$ cat src/rtl/csr_issue_unit_if.sv
// rtl/csr_issue_unit_if.sv - decode, CSR-file and writeback signals of the CSR issue unit
interface csr_issue_unit_if #(
    parameter int XLEN = 32
);
    logic            instr_valid;
    logic [31:0]     instr;
    logic [XLEN-1:0] rs1_data;
    logic            instr_ready;

    logic            csr_valid;
    logic [11:0]     csr_addr;
    logic [2:0]      csr_funct3;
    logic [4:0]      csr_rs1;
    logic [4:0]      csr_rd;
    logic [XLEN-1:0] csr_wdata;
    logic [4:0]      csr_zimm;
    logic [XLEN-1:0] csr_rdata;
    logic            csr_exception;

    logic            rd_we;
    logic [4:0]      rd_addr;
    logic [XLEN-1:0] rd_wdata;
    logic            trap_valid;
    logic [3:0]      trap_cause;
    logic [31:0]     trap_tval;
    logic            retire_inst;

    // master is the issue unit itself; slave is decode plus the CSR file and writeback port
    modport master (
        input  instr_valid, instr, rs1_data, csr_rdata, csr_exception,
        output instr_ready, csr_valid, csr_addr, csr_funct3, csr_rs1, csr_rd,
               csr_wdata, csr_zimm, rd_we, rd_addr, rd_wdata,
               trap_valid, trap_cause, trap_tval, retire_inst
    );

    modport slave (
        output instr_valid, instr, rs1_data, csr_rdata, csr_exception,
        input  instr_ready, csr_valid, csr_addr, csr_funct3, csr_rs1, csr_rd,
               csr_wdata, csr_zimm, rd_we, rd_addr, rd_wdata,
               trap_valid, trap_cause, trap_tval, retire_inst
    );
endinterface

$ cat src/rtl/csr_issue_unit.sv
// rtl/csr_issue_unit.sv - issues one SYSTEM/CSR instruction to the CSR file, then retires or traps
module csr_issue_unit #(
    parameter int XLEN          = 32,
    parameter int CAUSE_ILLEGAL = 2
) (
    input  logic             clk,
    input  logic             rst,
    csr_issue_unit_if.master bus
);
    typedef enum logic [1:0] {IDLE, ISSUE, WB} state_t;

    state_t          state;
    state_t          state_nxt;

    logic [11:0]     addr_q;
    logic [4:0]      rs1_q;
    logic [2:0]      funct3_q;
    logic [4:0]      rd_q;
    logic [XLEN-1:0] wdata_q;
    logic [31:0]     tval_q;
    logic [XLEN-1:0] result_q;
    logic            illegal_q;
    logic            exc_q;

    logic            accept;
    logic            legal;
    logic            take_trap;

    assign accept    = bus.instr_valid && (state == IDLE);
    assign legal     = (bus.instr[6:0] == 7'b1110011) &&
                       (bus.instr[14:12] != 3'b000) &&
                       (bus.instr[14:12] != 3'b100);
    assign take_trap = illegal_q || exc_q;

    always_ff @(posedge clk or posedge rst) begin
        if (rst) begin
            state <= IDLE;
        end else begin
            state <= state_nxt;
        end
    end

    // Fields are captured for every accepted word, legal or not, so a trap can report tval
    always_ff @(posedge clk or posedge rst) begin
        if (rst) begin
            addr_q    <= '0;
            rs1_q     <= '0;
            funct3_q  <= '0;
            rd_q      <= '0;
            wdata_q   <= '0;
            tval_q    <= '0;
            result_q  <= '0;
            illegal_q <= 1'b0;
            exc_q     <= 1'b0;
        end else begin
            if (accept) begin
                addr_q    <= bus.instr[31:20];
                rs1_q     <= bus.instr[19:15];
                funct3_q  <= bus.instr[14:12];
                rd_q      <= bus.instr[11:7];
                wdata_q   <= bus.rs1_data;
                tval_q    <= bus.instr;
                illegal_q <= !legal;
                exc_q     <= 1'b0;
                result_q  <= '0;
            end
            if (state == ISSUE) begin
                result_q <= bus.csr_rdata;
                exc_q    <= bus.csr_exception;
            end
        end
    end

    // Strobes decode purely from state so an asynchronous reset drops them at once
    always_comb begin
        state_nxt       = state;
        bus.instr_ready = 1'b0;
        bus.csr_valid   = 1'b0;
        bus.rd_we       = 1'b0;
        bus.rd_addr     = '0;
        bus.rd_wdata    = '0;
        bus.trap_valid  = 1'b0;
        bus.trap_cause  = '0;
        bus.trap_tval   = '0;
        bus.retire_inst = 1'b0;

        case (state)
            IDLE: begin
                bus.instr_ready = 1'b1;
                if (bus.instr_valid) begin
                    state_nxt = legal ? ISSUE : WB;
                end
            end
            ISSUE: begin
                bus.csr_valid = 1'b1;
                state_nxt     = WB;
            end
            WB: begin
                state_nxt = IDLE;
                if (take_trap) begin
                    bus.trap_valid = 1'b1;
                    bus.trap_cause = 4'(CAUSE_ILLEGAL);
                    bus.trap_tval  = tval_q;
                end else begin
                    bus.retire_inst = 1'b1;
                    bus.rd_we       = (rd_q != 5'd0);
                    bus.rd_addr     = rd_q;
                    bus.rd_wdata    = result_q;
                end
            end
            default: state_nxt = IDLE;
        endcase
    end

    assign bus.csr_addr   = addr_q;
    assign bus.csr_funct3 = funct3_q;
    assign bus.csr_rs1    = rs1_q;
    assign bus.csr_rd     = rd_q;
    assign bus.csr_wdata  = wdata_q;
    assign bus.csr_zimm   = rs1_q;
endmodule

$ cat src/flat_wrapper.sv
// flat-port wrapper written by rule: the top's interface ports become plain ports
module csr_issue_unit_flat 
#(
    parameter int XLEN          = 32,
    parameter int CAUSE_ILLEGAL = 2
)
  (clk, rst, bus_instr_valid, bus_instr, bus_rs1_data, bus_csr_rdata, bus_csr_exception, bus_instr_ready, bus_csr_valid, bus_csr_addr, bus_csr_funct3, bus_csr_rs1, bus_csr_rd, bus_csr_wdata, bus_csr_zimm, bus_rd_we, bus_rd_addr, bus_rd_wdata, bus_trap_valid, bus_trap_cause, bus_trap_tval, bus_retire_inst);
  csr_issue_unit_if #(.XLEN(XLEN)) bus_i ();
  input  logic clk;
  input  logic rst;
  input wire logic [$bits(bus_i.instr_valid)-1:0] bus_instr_valid;
  input wire logic [$bits(bus_i.instr)-1:0] bus_instr;
  input wire logic [$bits(bus_i.rs1_data)-1:0] bus_rs1_data;
  input wire logic [$bits(bus_i.csr_rdata)-1:0] bus_csr_rdata;
  input wire logic [$bits(bus_i.csr_exception)-1:0] bus_csr_exception;
  output wire logic [$bits(bus_i.instr_ready)-1:0] bus_instr_ready;
  output wire logic [$bits(bus_i.csr_valid)-1:0] bus_csr_valid;
  output wire logic [$bits(bus_i.csr_addr)-1:0] bus_csr_addr;
  output wire logic [$bits(bus_i.csr_funct3)-1:0] bus_csr_funct3;
  output wire logic [$bits(bus_i.csr_rs1)-1:0] bus_csr_rs1;
  output wire logic [$bits(bus_i.csr_rd)-1:0] bus_csr_rd;
  output wire logic [$bits(bus_i.csr_wdata)-1:0] bus_csr_wdata;
  output wire logic [$bits(bus_i.csr_zimm)-1:0] bus_csr_zimm;
  output wire logic [$bits(bus_i.rd_we)-1:0] bus_rd_we;
  output wire logic [$bits(bus_i.rd_addr)-1:0] bus_rd_addr;
  output wire logic [$bits(bus_i.rd_wdata)-1:0] bus_rd_wdata;
  output wire logic [$bits(bus_i.trap_valid)-1:0] bus_trap_valid;
  output wire logic [$bits(bus_i.trap_cause)-1:0] bus_trap_cause;
  output wire logic [$bits(bus_i.trap_tval)-1:0] bus_trap_tval;
  output wire logic [$bits(bus_i.retire_inst)-1:0] bus_retire_inst;
  assign bus_i.instr_valid = bus_instr_valid;
  assign bus_i.instr = bus_instr;
  assign bus_i.rs1_data = bus_rs1_data;
  assign bus_i.csr_rdata = bus_csr_rdata;
  assign bus_i.csr_exception = bus_csr_exception;
  assign bus_instr_ready = bus_i.instr_ready;
  assign bus_csr_valid = bus_i.csr_valid;
  assign bus_csr_addr = bus_i.csr_addr;
  assign bus_csr_funct3 = bus_i.csr_funct3;
  assign bus_csr_rs1 = bus_i.csr_rs1;
  assign bus_csr_rd = bus_i.csr_rd;
  assign bus_csr_wdata = bus_i.csr_wdata;
  assign bus_csr_zimm = bus_i.csr_zimm;
  assign bus_rd_we = bus_i.rd_we;
  assign bus_rd_addr = bus_i.rd_addr;
  assign bus_rd_wdata = bus_i.rd_wdata;
  assign bus_trap_valid = bus_i.trap_valid;
  assign bus_trap_cause = bus_i.trap_cause;
  assign bus_trap_tval = bus_i.trap_tval;
  assign bus_retire_inst = bus_i.retire_inst;
  csr_issue_unit #(.XLEN(XLEN), .CAUSE_ILLEGAL(CAUSE_ILLEGAL)) u_core (.clk(clk), .rst(rst), .bus(bus_i));
endmodule
$ cat config.mk
export PLATFORM = sky130hd
export DESIGN_NAME = csr_issue_unit_flat
export DESIGN_NICKNAME = d
export VERILOG_FILES = /design/src/rtl/csr_issue_unit_if.sv /design/src/rtl/csr_issue_unit.sv /design/src/flat_wrapper.sv
export SDC_FILE = /design/constraint.sdc
export NUM_CORES = 1
export LEC_CHECK = 0
export ABC_AREA = 1
export CAP_MARGIN = 25
export CORE_MARGIN = 2
export CORE_UTILIZATION = 40
export DETAILED_ROUTE_END_ITERATION = 8
export GPL_TIMING_DRIVEN = 0
export HOLD_SLACK_MARGIN = 0.1
export PLACE_DENSITY = 0.9
export RECOVER_POWER = 25
export SLEW_MARGIN = 40
export SYNTH_ARGS = -nofsm -noshare
export SYNTH_HDL_FRONTEND = slang
export SYNTH_SLANG_ARGS = --single-unit
$ cat constraint.sdc
create_clock -name clk -period 3.9 [get_ports clk]
set_input_delay 0.78 -clock clk [delete_from_list [all_inputs] [get_ports clk]]
set_output_delay 0.78 -clock clk [all_outputs]
set_load 0.01 [all_outputs]
==> flow_summary.json, run 1 <==
{
  "status": "finished, violations left",
  "drv_cap": 1,
  "total_leakage_power_nw": 3.415,
  "switchingPower_mw": 0.7406,
  "synth_enable_flop_cells": 0,
  "post_cts_hold_buffer_count": 0,
  "postRouteAntennaNets": 0,
  "die_h_um": 110.3,
  "die_width_um": 110.3,
  "max_stage_delay_ps": 590,
  "min_period_over_period": 0.7150,
  "multi_input_gate_area_um2": 1318,
  "synth.yosys.seq_area_share": 0.5540,
  "synth_area_leader_cell": "dfrtp_1",
  "min-delay-start": "u_core.bus.csr_wdata[1]$_DFFE_PP0P_",
  "worst_setup_path_end_kind": "output port",
  "synth.yosys.warnings": 0,
  "timing.critical_path.cells": "inv_1 > nor2_1 > nand2_1 > buf_2 > nor2_1 > clkdlybuf4s50_1",
  "category_of_cells_accounting_for_the_largest_share_of_critical_path_delay": "buffers and inverters",
  "worst_slew_margin_rel": -0.3352,
  "synth_top_area_frac": 0.5540,
  "pin_count_of_the_biggest_net_entering_global_routing": 59,
  "power.clock.fraction": 0.332,
  "synth.most_common_cell": "nand2_1",
  "path_buf_inv": 3,
  "initial_core_util": 0.4130,
  "reg2reg_slack_ps": 2450,
  "routed-via-count": 4233,
  "non_filler_cells_final": 955,
  "detailedRoute.firstIterationViolations": 158,
  "synth.cell_area_um2": 4517,
  "period_minus_slack_ps": 2789,
  "finalSetupViolations": 0,
  "dieArea_um2": 12160,
  "cellInternalPower_mw": 2.025,
  "report.final.slew_viol_count": 43,
  "violations": "capacitance limit, slew limit",
  "cts.reportedPaths.clkPinSlew_ps": 80,
  "critical_path_class": "reg2out",
  "area.sequential_um2": 2502,
  "synth-async-reset-ratio": 1.000,
  "vias_per_cell": 4.432,
  "numCtsBuffers": 9,
  "cts_tree": "done",
  "clock_tree.root_cell": "clkbuf_16",
  "num-fill-cells": 927,
  "htreeDepth": 3,
  "finClkSkew_ps": 12.48,
  "globalplace.congestion": 0.8036,
  "comb_power_share": 0.242,
  "grt-ovfl-total": 0,
  "dp.cells": 939,
  "worst-path-max-fanout": 10,
  "clkSinkCount": 100,
  "crit-reg2reg-capture": "u_core.result_q[22]$_DFFE_PP0P_",
  "num_antenna_cells": 0,
  "yosys_most_used_dff": "dfrtp_1",
  "detailedPlacementHpwl_um": 9917,
  "fmax_mhz": 358.6,
  "worst_skew_pair.late_latency_ps": 340,
  "post_synth_num_cell_types": 19,
  "grt_first_pass_wirelength_um": 19590,
  "fin_nets": 910,
  "r2r.worst_path.cells": 5,
  "drcViolationCount": 0,
  "yosys-top-cells-area": "dfrtp_1, nand2_1, buf_4",
  "p_sw_frac": 0.2678,
  "number_of_antenna_violations_at_the_first_check_in_global_routing": 0,
  "drtPass1Iterations": 4,
  "crit_arrival_ps": 2010,
  "cp.required_ps": 3120,
  "routed_wire_length_per_instance_um": 13.59,
  "worstHoldPathType": "reg2reg",
  "via_count_of_the_first_global_routing_pass": 3994,
  "clockBufferDepth": 2,
  "sequentialPowerShare": 0.427,
  "port_buffers": 236,
  "cp-start-kind": "flip-flop",
  "cpMaxStageDelayCell": "clkdlybuf4s50_1",
  "ys_ff_latch": 100,
  "number_of_standard_cell_rows_in_the_floorplan": 38,
  "worstReg2RegStart": "u_core.state[1]$_DFFE_PP0P_",
  "detail_route.wirelength_um": 12980,
  "synth_area_per_cell_um2": 8.066,
  "hold_path_end": "u_core.bus.csr_wdata[1]$_DFFE_PP0P_",
  "areaGrowthSynthToFinish_pct": 63.63,
  "cellPowerDensity_nw_per_um2": 374.2,
  "synth_instances": 560,
  "crit_path_start": "u_core.state[1]$_DFFE_PP0P_",
  "timing.critical_path.mode_cell": "nor2_1",
  "floorplan.core_area_um2": 10940,
  "final-hold-violation-count": 0,
  "rsz0062_at_grt": "false",
  "layout-drive-gt1-share": 0.09571,
  "postCtsSetupBuffers": 0,
  "finish.utilization": 0.6759,
  "number_of_top_level_pins": 240,
  "tightest_slew_ps": 1992,
  "irDropWorstVdd_v": 0.0002652,
  "most_frequent_cells_after_synthesis": "nand2_1, dfrtp_1, nor2_1, inv_1, o21ai_0",
  "post_cts_resize_count": 0,
  "min_delay_path_depth": 2,
  "grt_util_all_layers": 0.2125
}
## per-stage QoR
step	power [mW]	TNS (ps)	hold slack, ps	cell area [um^2]	setup WS, ps
finish	2.766	0	480.9	7391	1111
global route	2.895	0	511.9	7391	954.8
CTS	2.793	0	486.8	7402	1066
detailed placement	1.871	0	464.3	7097	1433
global placement	1.853	-106160	462.1	7062	-1068
floorplan	1.474	0	453.0	4524	501.2
## cells by family (layout without fill, tap and decap cells)
logic type      count (synthesis)  in the layout  synth area share
buf+inv                       136            389            0.1548
other cells                     1              3         0.0008302
simple gates                  258            258            0.2183
compound gates                 65             65           0.07202
flops                         100            100            0.5540
## sequential cells by signal, indices dropped and copies added (netlist names)
| signal | flops |
|---|---|
| u_core.bus.csr_addr | 11 |
| u_core.bus.csr_funct3 | 2 |
| u_core.bus.csr_rd | 4 |
| u_core.bus.csr_rs1 | 4 |
| u_core.bus.csr_wdata | 32 |
| u_core.exc_q | 1 |
| u_core.illegal_q | 1 |
| u_core.result_q | 32 |
| u_core.state | 2 |
| u_core.tval_q | 11 |
## area by class of cell
type                            instances  share of cell area
Clock inverter                          7             0.01083
Clock buffer                            9             0.03047
Buffer                                 60             0.05570
Inverter                               76             0.03911
Timing Repair Buffer                  237              0.3233
Sequential cell                       100              0.3386
Tap cell                              140             0.02370
Multi-Input combinational cell        326              0.1783
## metal layers
metal	wire (um)	up-vias	GRT usage
met5	0	-	0
met4	261	0	0.07411
met3	992	17	0.05938
met2	6437	142	0.3729
met1	5291	1946	0.2494
li1	-	2128	-
## placed cells by master (no fill, tap or decap)
cell / instances
nor3_1: 1
dlygate4sd3_1: 1
inv_2: 1
inv_4: 1
buf_6: 2
nor2_1: 80
inv_8: 1
clkinvlp_2: 1
bufinv_16: 1
o21ai_0: 54
nand3_1: 2
clkbuf_1: 3
inv_1: 73
clkbuf_16: 9
dfrtp_1: 100
inv_6: 3
buf_4: 41
conb_1: 3
clkinv_2: 1
nand4_1: 1
buf_16: 1
clkdlybuf4s50_1: 235
nand3b_1: 1
nand2_1: 172
clkinvlp_4: 1
buf_2: 14
o21ai_1: 11
nor2_2: 1
## worst max-delay path by stage
stage                                          to  slack (ps)  cells past startpoint
2_1_floorplan  u_core.bus.csr_addr[0]$_DFFE_PP0P_         500                      1
3_3_place_gp   u_core.bus.csr_addr[8]$_DFFE_PP0P_       -1070                      2
3_5_place_dp                     bus_trap_tval[2]        1430                      6
4_1_cts                          bus_trap_tval[2]        1070                      6
5_1_grt                          bus_trap_tval[2]         950                      6
6_report                         bus_trap_tval[4]        1110                      6
## worst min-delay path: cells and delay by family, from the launching register on
family	cells	cell delay [ps]
flops	1	350
simple gates	2	100
## power by group through the flow
stage | clock [mW] | sequential (mW) | combinational [mW]
2_1_floorplan | 0 | 1.21 | 0.264
5_1_grt | 0.978 | 1.19 | 0.727
4_1_cts | 0.935 | 1.18 | 0.678
6_report | 0.917 | 1.18 | 0.668
3_5_place_dp | 0 | 1.20 | 0.675
3_3_place_gp | 0 | 1.19 | 0.658
(Power assumes the default switching activity.)
==> run 2, diff against run 1 <==
clock period = 2.9 ns   (was 3.9 ns; I/O delays follow)
==> flow_summary.json, run 2 (synthesized netlist as in run 1, its figures left out) <==
{
  "fmax_mhz": 382.3,
  "vias_per_cell": 4.469,
  "dp.cells": 942,
  "max_stage_delay_ps": 560,
  "num_antenna_cells": 0,
  "worst-path-stages": 6,
  "setup_ws_ps": 284.0,
  "timing.hold.ws_ps": 480.6,
  "finClkSkew_ps": 12.98,
  "globalplace.congestion": 0.8080,
  "clock_tree.root_cell": "clkbuf_16",
  "cellPowerDensity_nw_per_um2": 492.6,
  "post_cts_resize_count": 0,
  "routed_wire_length_per_instance_um": 13.73,
  "fin_nets": 913,
  "cts_tree": "done",
  "areaGrowthSynthToFinish_pct": 63.10,
  "grt-ovfl-total": 0,
  "total_leakage_power_nw": 3.417,
  "worst-path-max-fanout": 10,
  "cp-start-kind": "flip-flop",
  "post_cts_hold_buffer_count": 0,
  "layout-drive-gt1-share": 0.09535,
  "min_period_over_period": 0.9021,
  "number_of_top_level_pins": 240,
  "detailedPlacementHpwl_um": 10300,
  "floorplan.core_area_um2": 10940,
  "via_count_of_the_first_global_routing_pass": 4091,
  "num-fill-cells": 889,
  "detailed_place.area_um2": 7161,
  "crit-reg2reg-capture": "u_core.result_q[25]$_DFFE_PP0P_",
  "number_of_standard_cell_rows_in_the_floorplan": 38,
  "met2_wirelength_um": 6779,
  "timing.critical_path.cells": "inv_1 > nor2_1 > nand2_1 > buf_2 > nor2_1 > clkdlybuf4s50_1",
  "drv_cap": 0,
  "die_h_um": 110.3,
  "drcViolationCount": 0,
  "die_width_um": 110.3,
  "finish.instance_area_um2": 7367,
  "non_filler_cells_final": 958,
  "clockBufferDepth": 2,
  "detailedPlace.worstSlack_ps": 599.5,
  "timing.critical_path.mode_cell": "nor2_1",
  "path_buf_inv": 3,
  "worst_slew_margin_rel": 0.2314,
  "cp.required_ps": 2320,
  "numCtsBuffers": 9,
  "initial_core_util": 0.4130,
  "worst_skew_pair.late_latency_ps": 330,
  "cpMaxStageDelayCell": "clkdlybuf4s50_1",
  "htreeDepth": 3,
  "highest-signal-layer": "met4",
  "dieArea_um2": 12160,
  "met3_length_um": 1084,
  "worstHoldPathType": "reg2reg",
  "status": "completed",
  "crit_path_end": "bus_trap_tval[10]",
  "detailedRoute.firstIterationViolations": 218,
  "reg2reg_slack_ps": 1480,
  "worstReg2RegStart": "u_core.state[1]$_DFFE_PP0P_",
  "port_buffers": 236,
  "crit_arrival_ps": 2040,
  "finalSetupViolations": 0,
  "cts.reportedPaths.clkPinSlew_ps": 70,
  "category_of_cells_accounting_for_the_largest_share_of_critical_path_delay": "buffers and inverters",
  "min_delay_path_depth": 2,
  "routed-via-count": 4281,
  "postCtsSetupBuffers": 0,
  "layout_commonest_cell": "clkdlybuf4s50_1",
  "final-hold-violation-count": 0,
  "rsz0062_at_grt": "false",
  "timing.setup.tns_ps": 0,
  "period_minus_slack_ps": 2616,
  "report.final.slew_viol_count": 0,
  "critical_path_class": "reg2out",
  "crit_path_start": "u_core.state[1]$_DFFE_PP0P_",
  "grt_util_all_layers": 0.2155,
  "mostFrequentLayoutCells": "clkdlybuf4s50_1, nand2_1, dfrtp_1",
  "clkSinkCount": 100,
  "number_of_antenna_violations_at_the_first_check_in_global_routing": 0,
  "r2r.worst_path.cells": 5,
  "worst_setup_path_end_kind": "output port",
  "postRouteAntennaNets": 0,
  "grt_first_pass_wirelength_um": 20040,
  "pin_count_of_the_biggest_net_entering_global_routing": 27,
  "detail_route.wirelength_um": 13150,
  "drt-met1-wl_um": 5093,
  "drtPass1Iterations": 4,
  "tightest_slew_ps": 1153,
  "irDropWorstVdd_v": 0.0003353
}
## run 2: cell count changes in the layout (fill, tap and decap cells not counted), sizes merged
cell | before | now
buf | 58 | 56
bufinv | 1 | 0
clkbuf | 12 | 17
clkinv | 1 | 3
clkinvlp | 2 | 1
dlymetal6s4s | 0 | 1
inv | 79 | 78
## run 2: power breakdown
part	leakage [nW]	internal (mW)	total, mW	switching [mW]
clock	0.144	0.614	1.14	0.531
sequential	1.28	1.52	1.59	0.0710
combinational	1.99	0.521	0.897	0.375
total	3.42	2.65	3.63	0.977
## run 2: per-stage QoR
step           utilization  total power, mW
2_1_floorplan            -            1.982
3_3_place_gp        0.6461            2.494
3_5_place_dp        0.6548            2.528
4_1_cts             0.6808            3.680
5_1_grt             0.6737            3.816
6_report            0.6737            3.629
## run 2: layer usage
layer	vias up	global-route usage
li1	2131	-
met1	1970	0.2555
met2	164	0.3852
met3	16	0.05467
met4	0	0.06250
met5	-	0
## run 2: worst min-delay path, cell delays in order (launching register included)
cell and delay [ps]:
dfrtp_1 340, nand2_1 50, nand2_1 60
## run 2: how the worst min path moves through the flow
stage	slack, ps	start	to
5_1_grt	510	u_core.bus.csr_wdata[30]$_DFFE_PP0P_	u_core.bus.csr_wdata[30]$_DFFE_PP0P_
3_5_place_dp	460	u_core.bus.csr_wdata[8]$_DFFE_PP0P_	u_core.bus.csr_wdata[8]$_DFFE_PP0P_
6_report	480	u_core.bus.csr_wdata[7]$_DFFE_PP0P_	u_core.bus.csr_wdata[7]$_DFFE_PP0P_
3_3_place_gp	460	u_core.bus.csr_wdata[16]$_DFFE_PP0P_	u_core.bus.csr_wdata[16]$_DFFE_PP0P_
4_1_cts	480	u_core.bus.csr_wdata[8]$_DFFE_PP0P_	u_core.bus.csr_wdata[8]$_DFFE_PP0P_
2_1_floorplan	450	u_core.tval_q[0]$_DFFE_PP0P_	u_core.tval_q[0]$_DFFE_PP0P_
## run 2: final cells by class
class	instances	area [um^2]	area share
buffer	60	410.4	0.05571
clock buffer	10	239.0	0.03244
clock inverter	6	45.04	0.006114
inverter	76	289.0	0.03923
multi-input combinational	326	1318	0.1788
sequential	100	2502	0.3397
tap	140	175.2	0.02378
timing repair buffer	240	2389	0.3242
==> run 3, diff against run 2 <==
PLACE_DENSITY = 0.82   (was 0.9)
SKIP_CTS_REPAIR_TIMING = 1   (was unset)
==> flow_summary.json, run 3 (synthesized netlist as in run 1, its figures left out) <==
{
  "via_count_of_the_first_global_routing_pass": 4307,
  "detailedPlacementHpwl_um": 10560,
  "critical_path_class": "reg2out",
  "number_of_standard_cell_rows_in_the_floorplan": 38,
  "worst_slew_margin_rel": 0.1015,
  "finalSetupViolations": 0,
  "drtPass1Iterations": 4,
  "num-fill-cells": 903,
  "highest-signal-layer": "met4",
  "pin_count_of_the_biggest_net_entering_global_routing": 27,
  "dieArea_um2": 12160,
  "period_minus_slack_ps": 2608,
  "max_stage_delay_ps": 550,
  "postRouteAntennaNets": 0,
  "timing.critical_path.mode_cell": "nor2_1",
  "worst-path-max-fanout": 10,
  "routed_wire_length_per_instance_um": 13.97,
  "rsz0062_at_grt": "false",
  "worst_setup_path_end_kind": "output port",
  "clockBufferDepth": 2,
  "finish.utilization": 0.6771,
  "timing.critical_path.cells": "inv_1 > nor2_1 > nand2_1 > buf_4 > buf_6 > nor2_1 > clkdlybuf4s50_1",
  "mostFrequentLayoutCells": "clkdlybuf4s50_1, nand2_1, dfrtp_1",
  "category_of_cells_accounting_for_the_largest_share_of_critical_path_delay": "buffers and inverters",
  "cts_tree": "done",
  "worst_skew_pair.late_latency_ps": 330,
  "fin_nets": 913,
  "met3_length_um": 1125,
  "crit_path_start": "u_core.state[1]$_DFFE_PP0P_",
  "cp-start-kind": "flip-flop",
  "detail_route.wirelength_um": 13390,
  "htreeDepth": 3,
  "die_width_um": 110.3,
  "tightest_slew_ps": 1348,
  "cpMaxStageDelayCell": "clkdlybuf4s50_1",
  "initial_core_util": 0.4130,
  "final-hold-violation-count": 0,
  "globalplace.congestion": 0.8247,
  "drt-met1-wl_um": 5227,
  "dp.cells": 942,
  "die_h_um": 110.3,
  "path_buf_inv": 4,
  "total_power_mw": 3.795,
  "cts.reportedPaths.clkPinSlew_ps": 70,
  "non_filler_cells_final": 958,
  "port_buffers": 236,
  "fmax_mhz": 383.5,
  "vias_per_cell": 4.573,
  "worstHoldPathType": "reg2reg",
  "number_of_top_level_pins": 240,
  "min_period_over_period": 0.8992,
  "irDropWorstVdd_v": 0.0003345,
  "worstReg2RegStart": "u_core.state[1]$_DFFE_PP0P_",
  "min-delay-start": "u_core.bus.csr_wdata[8]$_DFFE_PP0P_",
  "num_antenna_cells": 0,
  "total_leakage_power_nw": 3.420,
  "layout-drive-gt1-share": 0.09780,
  "clock_tree.root_cell": "clkbuf_16",
  "met2_wirelength_um": 6725,
  "cp.required_ps": 2320,
  "finClkSkew_ps": 6.417,
  "number_of_antenna_violations_at_the_first_check_in_global_routing": 0,
  "drv_cap": 0,
  "timing.setup.tns_ps": 0,
  "drcViolationCount": 0,
  "layout_commonest_cell": "clkdlybuf4s50_1",
  "report.final.slew_viol_count": 0,
  "floorplan.core_area_um2": 10940,
  "crit_arrival_ps": 2030,
  "routed-via-count": 4381,
  "status": "completed",
  "grt-ovfl-total": 0,
  "cellPowerDensity_nw_per_um2": 512.6,
  "numCtsBuffers": 9,
  "grt_first_pass_wirelength_um": 21050,
  "areaGrowthSynthToFinish_pct": 63.93,
  "clkSinkCount": 100,
  "detailedRoute.firstIterationViolations": 253,
  "grt_util_all_layers": 0.2241
}
[run 3: cell type report]
class / instances / area (um^2) / area share
buffer: 60 / 411.6 / 0.05559
clock buffer: 10 / 239.0 / 0.03227
clock inverter: 6 / 86.33 / 0.01166
inverter: 76 / 289.0 / 0.03903
multi-input combinational: 326 / 1323 / 0.1786
sequential: 100 / 2502 / 0.3380
tap: 140 / 175.2 / 0.02366
timing repair buffer: 240 / 2379 / 0.3212
[run 3: path summary, 6_finish.rpt]
kind / to / depth (start not counted) / slack (ps)
worst max-delay path: bus_rd_wdata[12] / 7 / 290
worst min-delay path: u_core.bus.csr_wdata[8]$_DFFE_PP0P_ / 2 / 480
worst max register to register: u_core.tval_q[31]$_DFFE_PP0P_ / 5 / 1560
worst min register to register: u_core.bus.csr_wdata[8]$_DFFE_PP0P_ / 2 / 480
max in group asynchronous: u_core.result_q[20]$_DFFE_PP0P_ / 4 / 500
min in group asynchronous: u_core.tval_q[6]$_DFFE_PP0P_ / 2 / 720
[run 3: metal layers]
layer  vias up  global-route usage
met4         0             0.07679
met2       178              0.3966
met1      2042              0.2639
met5         -                   0
met3        26             0.05761
li1       2135                   -
[run 3: where the power goes]
part | internal, mW | total (mW) | switching [mW] | leakage, nW
sequential | 1.52 | 1.59 | 0.0703 | 1.28
clock | 0.780 | 1.30 | 0.524 | 0.159
combinational | 0.521 | 0.904 | 0.383 | 1.98
total | 2.82 | 3.80 | 0.977 | 3.42
[run 3: worst min-delay path: stages, from the launching register on]
cell     delay, ps
dfrtp_1        340
nand2_1         60
nand2_1         50
[run 3: through the flow]
stage | hold slack, ps | cell area, um^2 | setup WS (ps)
6_report | 481.3 | 7405 | 292.3
5_1_grt | 511.0 | 7405 | 189.3
4_1_cts | 486.9 | 7478 | 272.8
3_5_place_dp | 466.9 | 7153 | 638.8
3_3_place_gp | 461.9 | 7066 | 124.0
2_1_floorplan | 453.0 | 4528 | 1130
